**src/rtl/lc2k_pkg.sv**
```systemverilog
// Shared encodings for the LC2K multi-cycle control unit: opcodes, FSM states and the
// pc_src / wb_sel / alu_op select codes driven onto the datapath muxes.
package lc2k_pkg;

    // Opcodes as they appear in mem_rdata[24:22]
    localparam logic [2:0] OpAdd  = 3'd0;
    localparam logic [2:0] OpNor  = 3'd1;
    localparam logic [2:0] OpLw   = 3'd2;
    localparam logic [2:0] OpSw   = 3'd3;
    localparam logic [2:0] OpBeq  = 3'd4;
    localparam logic [2:0] OpJalr = 3'd5;
    localparam logic [2:0] OpHalt = 3'd6;
    localparam logic [2:0] OpNoop = 3'd7;

    typedef enum logic [2:0] {
        StIdle,
        StFetch,
        StDecode,
        StExec,
        StMem,
        StWb,
        StHalted,
        StFault
    } state_e;

    localparam logic [1:0] PcSrcInc    = 2'b00;  // pc+1
    localparam logic [1:0] PcSrcBranch = 2'b01;  // pc+1+offset
    localparam logic [1:0] PcSrcRegA   = 2'b10;  // regA (JALR)

    localparam logic [1:0] WbSelAlu = 2'b00;
    localparam logic [1:0] WbSelMem = 2'b01;
    localparam logic [1:0] WbSelPc  = 2'b10;

    localparam logic [1:0] AluAdd = 2'b00;
    localparam logic [1:0] AluNor = 2'b01;
    localparam logic [1:0] AluEq  = 2'b10;

    // States that own the shared memory port
    function automatic logic is_mem_state(state_e s);
        return (s == StFetch) || (s == StMem);
    endfunction

endpackage

```
**src/rtl/lc2k_multicycle_ctrl_if.sv**
```systemverilog
// Control-unit <-> datapath/memory bundle. master = control unit, slave = datapath side.
// Optional macro LC2K_PERF_CNT_EN adds the retired/cycles performance counter signals.
interface lc2k_multicycle_ctrl_if #(
    parameter int unsigned ALU_OP_W = 2
`ifdef LC2K_PERF_CNT_EN
    ,
    parameter int unsigned CNT_W = 32
`endif
);
    logic                mem_ready;
    logic [2:0]          mem_opcode;
    logic                alu_eq;
    logic                mem_req;
    logic                mem_we;
    logic                addr_sel;
    logic                ir_write;
    logic                pc_write;
    logic [1:0]          pc_src;
    logic                reg_we;
    logic                reg_dst_sel;
    logic [1:0]          wb_sel;
    logic                alu_srcb;
    logic [ALU_OP_W-1:0] alu_op;
    logic                halted;
    logic                fault;
`ifdef LC2K_PERF_CNT_EN
    logic [CNT_W-1:0]    retired;
    logic [CNT_W-1:0]    cycles;
`endif

`ifdef LC2K_PERF_CNT_EN
    modport master (
        input  mem_ready, mem_opcode, alu_eq,
        output mem_req, mem_we, addr_sel, ir_write, pc_write, pc_src, reg_we, reg_dst_sel,
               wb_sel, alu_srcb, alu_op, halted, fault, retired, cycles
    );
    modport slave (
        output mem_ready, mem_opcode, alu_eq,
        input  mem_req, mem_we, addr_sel, ir_write, pc_write, pc_src, reg_we, reg_dst_sel,
               wb_sel, alu_srcb, alu_op, halted, fault, retired, cycles
    );
`else
    modport master (
        input  mem_ready, mem_opcode, alu_eq,
        output mem_req, mem_we, addr_sel, ir_write, pc_write, pc_src, reg_we, reg_dst_sel,
               wb_sel, alu_srcb, alu_op, halted, fault
    );
    modport slave (
        output mem_ready, mem_opcode, alu_eq,
        input  mem_req, mem_we, addr_sel, ir_write, pc_write, pc_src, reg_we, reg_dst_sel,
               wb_sel, alu_srcb, alu_op, halted, fault
    );
`endif

endinterface

```
**src/rtl/lc2k_mem_watchdog.sv**
```systemverilog
// Bounded-wait watchdog for the shared memory port. Counts consecutive unanswered request
// cycles; expired_o flags the WAIT_MAX-th such cycle (a ready on that cycle still wins).
module lc2k_mem_watchdog #(
    parameter int unsigned WAIT_MAX = 15,
    parameter int unsigned WAIT_W   = 4
) (
    input  logic clk,
    input  logic rst_n,
    input  logic active_i,
    input  logic ready_i,
    output logic expired_o
);

    logic [WAIT_W-1:0] cnt_q;

    // Count waiting cycles; any transfer or leaving the memory states restarts the count
    always_ff @(posedge clk or negedge rst_n) begin
        if (!rst_n) begin
            cnt_q <= '0;
        end else if (!active_i || ready_i) begin
            cnt_q <= '0;
        end else begin
            cnt_q <= cnt_q + WAIT_W'(1);
        end
    end

    // cnt_q holds the number of earlier waiting cycles, so WAIT_MAX-1 marks the last allowed one
    always_comb begin
        expired_o = active_i && !ready_i && (cnt_q == WAIT_W'(WAIT_MAX - 1));
    end

endmodule

```
**src/rtl/lc2k_multicycle_ctrl.sv**
```systemverilog
// LC2K multi-cycle control unit: IDLE -> FETCH -> DECODE -> EXEC -> MEM -> WB sequencing with
// Moore strobe decode from state and latched opcode. Optional macro LC2K_PERF_CNT_EN adds the
// retired-instruction and active-cycle counters.
module lc2k_multicycle_ctrl
    import lc2k_pkg::*;
#(
    parameter int unsigned ALU_OP_W = 2,
    parameter int unsigned WAIT_MAX = 15,
    parameter int unsigned WAIT_W   = 4
`ifdef LC2K_PERF_CNT_EN
    ,
    parameter int unsigned CNT_W    = 32
`endif
) (
    input  logic                    clk,
    input  logic                    rst_n,
    lc2k_multicycle_ctrl_if.master  bus
);

    state_e     state_q;
    logic [2:0] op_q;
    logic       wd_expired;

    lc2k_mem_watchdog #(
        .WAIT_MAX (WAIT_MAX),
        .WAIT_W   (WAIT_W)
    ) u_watchdog (
        .clk       (clk),
        .rst_n     (rst_n),
        .active_i  (is_mem_state(state_q)),
        .ready_i   (bus.mem_ready),
        .expired_o (wd_expired)
    );

    // Sequencer: state and latched opcode; HALTED/FAULT are absorbing until reset
    always_ff @(posedge clk or negedge rst_n) begin
        if (!rst_n) begin
            state_q <= StIdle;
            op_q    <= OpNoop;
        end else begin
            unique case (state_q)
                StIdle: state_q <= StFetch;
                StFetch: begin
                    if (bus.mem_ready) begin
                        op_q    <= bus.mem_opcode;
                        state_q <= StDecode;
                    end else if (wd_expired) begin
                        state_q <= StFault;
                    end
                end
                StDecode: begin
                    case (op_q)
                        OpHalt:  state_q <= StHalted;
                        OpNoop:  state_q <= StFetch;
                        default: state_q <= StExec;
                    endcase
                end
                StExec: begin
                    case (op_q)
                        OpAdd, OpNor: state_q <= StWb;
                        OpLw, OpSw:   state_q <= StMem;
                        default:      state_q <= StFetch;
                    endcase
                end
                StMem: begin
                    if (bus.mem_ready) begin
                        state_q <= (op_q == OpLw) ? StWb : StFetch;
                    end else if (wd_expired) begin
                        state_q <= StFault;
                    end
                end
                StWb:     state_q <= StFetch;
                StHalted: state_q <= StHalted;
                StFault:  state_q <= StFault;
                default:  state_q <= StIdle;
            endcase
        end
    end

    // Strobe decode. The only input terms are the load enables that must fire exactly on the
    // fetch handshake edge (else PC would advance every wait cycle) and the BEQ take decision.
    always_comb begin
        bus.mem_req     = 1'b0;
        bus.mem_we      = 1'b0;
        bus.addr_sel    = 1'b0;
        bus.ir_write    = 1'b0;
        bus.pc_write    = 1'b0;
        bus.pc_src      = PcSrcInc;
        bus.reg_we      = 1'b0;
        bus.reg_dst_sel = 1'b0;
        bus.wb_sel      = WbSelAlu;
        bus.alu_srcb    = 1'b0;
        bus.alu_op      = ALU_OP_W'(AluAdd);
        bus.halted      = 1'b0;
        bus.fault       = 1'b0;
        unique case (state_q)
            StFetch: begin
                bus.mem_req  = 1'b1;
                bus.ir_write = bus.mem_ready;
                bus.pc_write = bus.mem_ready;
            end
            StExec: begin
                case (op_q)
                    OpAdd: bus.alu_srcb = 1'b1;
                    OpNor: begin
                        bus.alu_srcb = 1'b1;
                        bus.alu_op   = ALU_OP_W'(AluNor);
                    end
                    OpBeq: begin
                        bus.alu_srcb = 1'b1;
                        bus.alu_op   = ALU_OP_W'(AluEq);
                        bus.pc_write = bus.alu_eq;
                        bus.pc_src   = PcSrcBranch;
                    end
                    OpJalr: begin
                        // Datapath reads regA before the write lands, so jump uses the old value
                        bus.reg_we   = 1'b1;
                        bus.wb_sel   = WbSelPc;
                        bus.pc_write = 1'b1;
                        bus.pc_src   = PcSrcRegA;
                    end
                    default: ;
                endcase
            end
            StMem: begin
                bus.mem_req  = 1'b1;
                bus.addr_sel = 1'b1;
                bus.mem_we   = (op_q == OpSw);
            end
            StWb: begin
                bus.reg_we = 1'b1;
                if (op_q == OpLw) begin
                    bus.wb_sel = WbSelMem;
                end else begin
                    bus.reg_dst_sel = 1'b1;
                end
            end
            StHalted: bus.halted = 1'b1;
            StFault:  bus.fault  = 1'b1;
            default: ;
        endcase
    end

`ifdef LC2K_PERF_CNT_EN
    logic [CNT_W-1:0] retired_q;
    logic [CNT_W-1:0] cycles_q;
    logic             retire;
    logic             active;

    // Retire points: WB for ALU/LW, MEM handshake for SW, EXEC for BEQ/JALR, DECODE for NOOP/HALT
    always_comb begin
        active = (state_q != StIdle) && (state_q != StHalted) && (state_q != StFault);
        retire = (state_q == StWb) ||
                 ((state_q == StMem) && bus.mem_ready && (op_q == OpSw)) ||
                 ((state_q == StExec) && ((op_q == OpBeq) || (op_q == OpJalr))) ||
                 ((state_q == StDecode) && ((op_q == OpNoop) || (op_q == OpHalt)));
    end

    // Free-running wrap-around counters, frozen outside active states
    always_ff @(posedge clk or negedge rst_n) begin
        if (!rst_n) begin
            retired_q <= '0;
            cycles_q  <= '0;
        end else begin
            if (active) begin
                cycles_q <= cycles_q + CNT_W'(1);
            end
            if (retire) begin
                retired_q <= retired_q + CNT_W'(1);
            end
        end
    end

    assign bus.retired = retired_q;
    assign bus.cycles  = cycles_q;
`endif

endmodule

```
**src/flat_wrapper.sv**
```systemverilog
// flat-port wrapper written by rule: the top's interface ports become plain ports
module lc2k_multicycle_ctrl_flat import lc2k_pkg::*;
#(
    parameter int unsigned ALU_OP_W = 2,
    parameter int unsigned WAIT_MAX = 15,
    parameter int unsigned WAIT_W   = 4

)
  (clk, rst_n, bus_mem_ready, bus_mem_opcode, bus_alu_eq, bus_mem_req, bus_mem_we, bus_addr_sel, bus_ir_write, bus_pc_write, bus_pc_src, bus_reg_we, bus_reg_dst_sel, bus_wb_sel, bus_alu_srcb, bus_alu_op, bus_halted, bus_fault);
  lc2k_multicycle_ctrl_if #(.ALU_OP_W(ALU_OP_W)) bus_i ();
  input  logic clk;
  input  logic rst_n;
  input wire logic [$bits(bus_i.mem_ready)-1:0] bus_mem_ready;
  input wire logic [$bits(bus_i.mem_opcode)-1:0] bus_mem_opcode;
  input wire logic [$bits(bus_i.alu_eq)-1:0] bus_alu_eq;
  output wire logic [$bits(bus_i.mem_req)-1:0] bus_mem_req;
  output wire logic [$bits(bus_i.mem_we)-1:0] bus_mem_we;
  output wire logic [$bits(bus_i.addr_sel)-1:0] bus_addr_sel;
  output wire logic [$bits(bus_i.ir_write)-1:0] bus_ir_write;
  output wire logic [$bits(bus_i.pc_write)-1:0] bus_pc_write;
  output wire logic [$bits(bus_i.pc_src)-1:0] bus_pc_src;
  output wire logic [$bits(bus_i.reg_we)-1:0] bus_reg_we;
  output wire logic [$bits(bus_i.reg_dst_sel)-1:0] bus_reg_dst_sel;
  output wire logic [$bits(bus_i.wb_sel)-1:0] bus_wb_sel;
  output wire logic [$bits(bus_i.alu_srcb)-1:0] bus_alu_srcb;
  output wire logic [$bits(bus_i.alu_op)-1:0] bus_alu_op;
  output wire logic [$bits(bus_i.halted)-1:0] bus_halted;
  output wire logic [$bits(bus_i.fault)-1:0] bus_fault;
  assign bus_i.mem_ready = bus_mem_ready;
  assign bus_i.mem_opcode = bus_mem_opcode;
  assign bus_i.alu_eq = bus_alu_eq;
  assign bus_mem_req = bus_i.mem_req;
  assign bus_mem_we = bus_i.mem_we;
  assign bus_addr_sel = bus_i.addr_sel;
  assign bus_ir_write = bus_i.ir_write;
  assign bus_pc_write = bus_i.pc_write;
  assign bus_pc_src = bus_i.pc_src;
  assign bus_reg_we = bus_i.reg_we;
  assign bus_reg_dst_sel = bus_i.reg_dst_sel;
  assign bus_wb_sel = bus_i.wb_sel;
  assign bus_alu_srcb = bus_i.alu_srcb;
  assign bus_alu_op = bus_i.alu_op;
  assign bus_halted = bus_i.halted;
  assign bus_fault = bus_i.fault;
  lc2k_multicycle_ctrl #(.ALU_OP_W(ALU_OP_W), .WAIT_MAX(WAIT_MAX), .WAIT_W(WAIT_W)) u_core (.clk(clk), .rst_n(rst_n), .bus(bus_i));
endmodule
```
**config.mk**
```make
export PLATFORM = sky130hd
export DESIGN_NAME = lc2k_multicycle_ctrl_flat
export DESIGN_NICKNAME = d
export VERILOG_FILES = /design/src/rtl/lc2k_pkg.sv /design/src/rtl/lc2k_multicycle_ctrl_if.sv /design/src/rtl/lc2k_mem_watchdog.sv /design/src/rtl/lc2k_multicycle_ctrl.sv /design/src/flat_wrapper.sv
export SDC_FILE = /design/constraint.sdc
export NUM_CORES = 1
export LEC_CHECK = 0
export CAP_MARGIN = 20
export CORE_MARGIN = 4
export CORE_UTILIZATION = 40
export DETAILED_ROUTE_END_ITERATION = 8
export GPL_TIMING_DRIVEN = 0
export PLACE_DENSITY_LB_ADDON = 0.2
export SLEW_MARGIN = 20
export SYNTH_ARGS = -nofsm -noshare
export SYNTH_HDL_FRONTEND = slang
export SYNTH_HIERARCHICAL = 1
export SYNTH_SLANG_ARGS = --single-unit
```
**constraint.sdc**
```tcl
create_clock -name clk -period 2.29 [get_ports clk]
set_input_delay 0.229 -clock clk [delete_from_list [all_inputs] [get_ports clk]]
set_output_delay 0.229 -clock clk [all_outputs]
set_load 0.02 [all_outputs]
```
# After elaboration in Yosys (flattened, before gate mapping)
# Cells that the tools add are included.
dict set report word_totals {
  elab_cells 62
  out_inout_bits 16
  ff_bits 10
}
dict set report classes {
  add_sub_neg 1
  n_eq_ne 15
  muxes 29
  n_reduce_logical 14
}
# op count
set ops {}
lappend ops {{== test 3 bit, second input constant} 8}
lappend ops {{case mux 3 bit (7 select lines)} 1}
lappend ops {{== test 3 x 2 -> 1 bit, second input constant} 4}
lappend ops {{2-to-1 mux 1 bit} 12}
lappend ops {{2-to-1 mux 3 bit} 4}
lappend ops {{case mux 2 bit (2 select lines)} 3}
lappend ops {{case mux 3 bit (2 select lines)} 2}
lappend ops {{OR reduction 2 bit} 4}
lappend ops {{== test 3 x 1 -> 1 bit, second input constant} 2}
lappend ops {{zero test 3 bit} 2}
lappend ops {{2-to-1 mux 2 bit} 3}
lappend ops {{case mux 1 bit (2 select lines)} 3}
lappend ops {{adder 4 x 1 -> 4 bit, second input constant} 1}
lappend ops {{== test 4 bit, second input constant} 1}
lappend ops {{2-to-1 mux 4 bit} 1}
lappend ops {{OR reduction 3 bit} 1}
lappend ops {{logical AND 1 bit} 2}
lappend ops {{zero test 1 bit} 2}
lappend ops {{logical OR 1 bit} 2}
lappend ops {{AND reduction 2 bit} 1}

# Logic depth before layout (Yosys ltp)
dict set report logic_depth {
  word_depth 7
  mapped_depth 8
}

# Hierarchy
# The synthesis kept the hierarchy.
# module instances area_per_inst_um2 cells_per_inst seq_area_each_um2
set modules_own_cells {}
lappend modules_own_cells {lc2k_multicycle_ctrl 1 510.5 60 153.9}
lappend modules_own_cells {lc2k_mem_watchdog 1 196.4 18 100.1}

# Worst setup path after synthesis
# OpenSTA, ideal clock, no wires.
dict set report synth_path {
  path_type {flip-flop to flip-flop}
  from {register u_core.state_q[2]}
  to {register u_core.state_q[1]}
  period_less_slack_ns 2.009
  path_buffers 1
  arrival_ns 1.893
  path_slack_ns 0.281
  path_stages_with_launch 9
  t_required_ns 2.174
  setup_time_ns 0.116
  path_cell_list {dfrtp_1 > buf_2 > nand2b_4 > a21oi_1 > or2b_1 > nor2_1 > nor3b_1 > o21ai_0 > o311ai_0}
}
dict set report synth_via {
  elab_chain_len 7
  word_cells_on_any_way 16
  cone_classes {eq/ne: 7; mux: 4; reduce/logical: 5}
}
# item line
set synth_rtl {}
lappend synth_rtl {{from (decl)} lc2k_multicycle_ctrl.sv:20} ;# state_e state_q;
lappend synth_rtl {{from (signal assigned)} lc2k_multicycle_ctrl.sv:38} ;# state_q <= StIdle;
lappend synth_rtl {{from (signal assigned)} lc2k_multicycle_ctrl.sv:42} ;# StIdle: state_q <= StFetch;
lappend synth_rtl {{from (signal assigned)} lc2k_multicycle_ctrl.sv:46} ;# state_q <= StDecode;
lappend synth_rtl {{== test 3 x 1 -> 1 bit / == test 3 bit (equally long branches)} lc2k_pkg.sv:40} ;# return (s == StFetch) || (s == StMem);
lappend synth_rtl {{logical OR 1 bit (*)} lc2k_pkg.sv:40}
lappend synth_rtl {{logical AND 1 bit (*) (2 in a row)} lc2k_mem_watchdog.sv:29} ;# expired_o = active_i && !ready_i && (cnt_q == WAIT_W'(WAIT_MAX - 1));
lappend synth_rtl {{via u_core.wd_expired} lc2k_multicycle_ctrl.sv:22} ;# logic wd_expired;
lappend synth_rtl {{2-to-1 mux 3 bit (*)} -}
lappend synth_rtl {{2-to-1 mux 3 bit, on equally long branches} -}
lappend synth_rtl {{case mux 3 bit (7 select lines) (*)} lc2k_multicycle_ctrl.sv:41} ;# unique case (state_q)
# The timed path passes the listed nets; every way through them passes the cells marked *.
# A chain may end at the register's enable or synchronous reset.

# Final worst setup path
dict set report layout_path {
  from {register u_core.state_q[2]}
  to {output port bus_pc_write}
}
dict set report layout_via {
  elab_chain_len 2
  word_cells_on_any_way 3
  cone_classes {eq/ne: 2; mux: 1}
}
# item line
set layout_rtl {}
lappend layout_rtl {{== test 3 x 2 -> 1 bit / == test 3 x 1 -> 1 bit (equally long branches)} lc2k_multicycle_ctrl.sv:96} ;# unique case (state_q)
lappend layout_rtl {{case mux 1 bit (2 select lines) (*)} lc2k_multicycle_ctrl.sv:96}
lappend layout_rtl {{to (decl)} flat_wrapper.sv:20} ;# output wire logic [$bits(bus_i.pc_write)-1:0] bus_pc_write;
# Mark *: on every way between the ends. The rest lies on a longest branch, timed or not.

==> results.yml <==
cts:
  cts-root-buf: "clkbuf_4"
  htree_levels: 1
  cts-buffers-inserted: 3
  cts.reportedPaths.clkPinSlew_ns: 0.07
  cts_tree: "done"
  post_cts_buffers: 0
  cts_sinks: 10
  clkLatencyLatePin_ns: 0.27
  cts_buffer_depth: 2
pwr:
  p_leak_uw: 0.0004736
  total_power_uw: 1209
  peakVddDrop_mv: 0.9499
  power_density_mw_per_mm2: 1223
detailed_routing:
  wirelength_um: 1690
  dr.pass1.iters: 3
  drcViolationCount: 0
  wire_per_inst_um: 13.41
  vias: 666
  first_iter_violations: 14
  final_antenna_net_count: 0
  viasPerCell: 5.286
logic_synthesis:
  ys_warn_count: 6
  synth_cell_types: 36
  ys_ff_latch: 10
  synth_nets: 87
  synthCells: 78
  yosys-top-cells-area: "dfrtp_1 (25%), dfstp_2 (11%), nor2_1 (8.0%), mux2_1 (4.8%), ha_1 (3.5%)"
  yosysTopAreaCellShare_pct: 24.78
  synth.avg_cell_area_um2: 9.063
  yosysTopAreaCell: "dfrtp_1"
  netlist_area_um2: 706.9
  ys_seq_area_share_pct: 35.93
sta:
  skew_ns: 0.009348
  drv_slew: 0
  min_period_ns: 2.207
  hold_ws_ns: 0.2629
  rsz0062_at_grt: "yes"
  max_freq_mhz: 453.1
  finalSetupViolations: 0
  hold_viol: 0
  tightest_slew_ns: 0.4428
  tns_ns: 0
  relSlewSlack_pct: 70.39
  fin_crit_sh_pct: 96.39
critical_path:
  crit_path_start_kind: "register"
  cp_data_required_time_ns: 2.06
  r2r_start: "u_core/state_q[1]$_DFF_PN0_"
  r2r_slack_ns: 0.34
  worstSetupPathType: "reg2out"
  r2r-end: "u_core/state_q[2]$_DFF_PN0_"
  worst_setup_path_end_kind: "primary output"
  path_max_fanout: 10
  ff2ff_path_depth: 7
  cp.arrival_ns: 1.98
cells_and_area:
  fin_nets: 112
  n_antenna_cell: 0
  stdcell_count: 126
  area_growth_pct: 39.82
  final_area_um2: 988.4
  drive_gt1_share_pct: 14.71
place:
  gp_congestion: 0.8767
  placed_area_um2: 957.2
  port_buffers: 22
  place_hpwl_um: 1232
  dpl.cell_count: 124
grt:
  grt_pass1_wl_um: 2967
  antenna_found_initial: 0
  grt_pass1_vias: 640
  grt-ovfl-total: 0
  grt_max_degree: 13
  track_usage_pct: 15.90
run:
  cap_violations: 0
worst_hold_path:
  hp-class: "in2async"
die:
  start_util_pct: 44.35
  fp.coreArea_mm2: 0.001594
  io_pins: 23
  die_x_um: 50.04
  die_area_mm2: 0.002504
  dieHeight_um: 50.04
  rows: 14
outcome:
  status: "finished, final reports clean"
cells in the mapped netlist, drive strengths merged:
cell type and number:
o311ai 1, dfstp 3, nand3 2, nor2 15
ha 2, nand2b 4, nor4 3, o21a 1
or2b 1, mux2 3, inv 3, nor2b 1
or4b 1, a31o 1, nor3b 2, a221o 1
nand2 2, or3b 1, o21bai 2, xnor2 1
mux2i 2, a21oi 3, buf 2, nand3b 3
dfrtp 7, o21ai 1, nor3 3, o32a 1
clkbuf 3, a211oi 1, or3 1, a311o 1
worst max-delay path by stage:
stage	startpoint	end	cells after the start	slack, ns
after CTS	u_core/state_q[2]$_DFF_PN0_	bus_pc_write	5	0.08
after global placement	u_core/op_q[2]$_DFFE_PN1P_	bus_pc_write	4	-0.01
after detailed placement	u_core/op_q[2]$_DFFE_PN1P_	bus_pc_write	4	-0.01
after global routing	u_core/state_q[2]$_DFF_PN0_	bus_pc_write	5	-0.005
final	u_core/state_q[2]$_DFF_PN0_	bus_pc_write	5	0.08
after floorplan	u_core/state_q[2]$_DFF_PN0_	u_core/state_q[1]$_DFF_PN0_	8	0.28
layout by cell type, fill, tap and decap left out, types with 2 or more instances in the layout:
master,instances
nor2_1,15
clkdlybuf4s50_1,12
dlygate4sd2_1,7
dfrtp_1,7
clkbuf_4,3
dlymetal6s2s_1,3
nand2b_1,3
nor4_1,3
nand3b_1,3
nor3_1,3
mux2_1,3
dfstp_2,3
buf_2,2
nand2_1,2
a21oi_1,2
mux2i_1,2
inv_1,2
nand3_1,2
ha_1,2
logic make-up (layout without fill, tap and decap cells):
logic type	Yosys count	count (layout)	share of synthesized area, %
buf+inv	8	32	4.602
mux	5	5	7.610
compound gates	13	13	14.34
simple gates	39	39	32.74
flops	10	10	35.93
xor+xnor	1	1	1.239
fa+ha+maj	2	2	3.539
where the power goes:
part           internal [uW]  switching [uW]  total [uW]
combinational            307             373         680
sequential               262             106         368
clock                   96.6            63.9         161
total                    666             542        1210
layout make-up:
class	instances	area [um^2]
plain buffers	3	13.76
clock buffers	4	36.28
fillers	149	605.6
inverters	3	11.26
multi-input cells	60	424.2
flip-flops and latches	10	254.0
well taps	24	30.03
repair buffers	22	219.0
critical path: stages, from the launching register on:
cell and delay [ns]:
dfrtp_1 0.36, buf_2 0.17, nand2b_4 0.19, or4b_4 0.51, o21bai_2 0.14, dlygate4sd2_1 0.34
per-layer routing:
metal  vias up  GRT usage, %  routed length [um]
met4         0         8.756                  46
met5         -             0                   0
met1       315         19.63                 756
li1        328             -                   -
met2        17         23.70                 799
met3         6         5.723                  88
stage by stage:
stage          worst slack (ns)  util, %
2_1_floorplan            0.2812        -
3_3_place_gp           -0.01086    60.05
3_5_place_dp           -0.01432    60.05
4_1_cts                 0.07575    61.30
5_1_grt               -0.004731    62.01
6_report                0.08275    62.01
state kept, by name, indices dropped and copies added (netlist names):
signal / cells
u_core/u_watchdog/cnt_q: 4
u_core/state_q: 3
u_core/op_q: 3
what timing repair did:
action                                  CTS  global route
endpoints found under the setup margin   10             4
hold buffers                              0             0
resized for setup                         7             4
(Power assumes the default switching activity.)
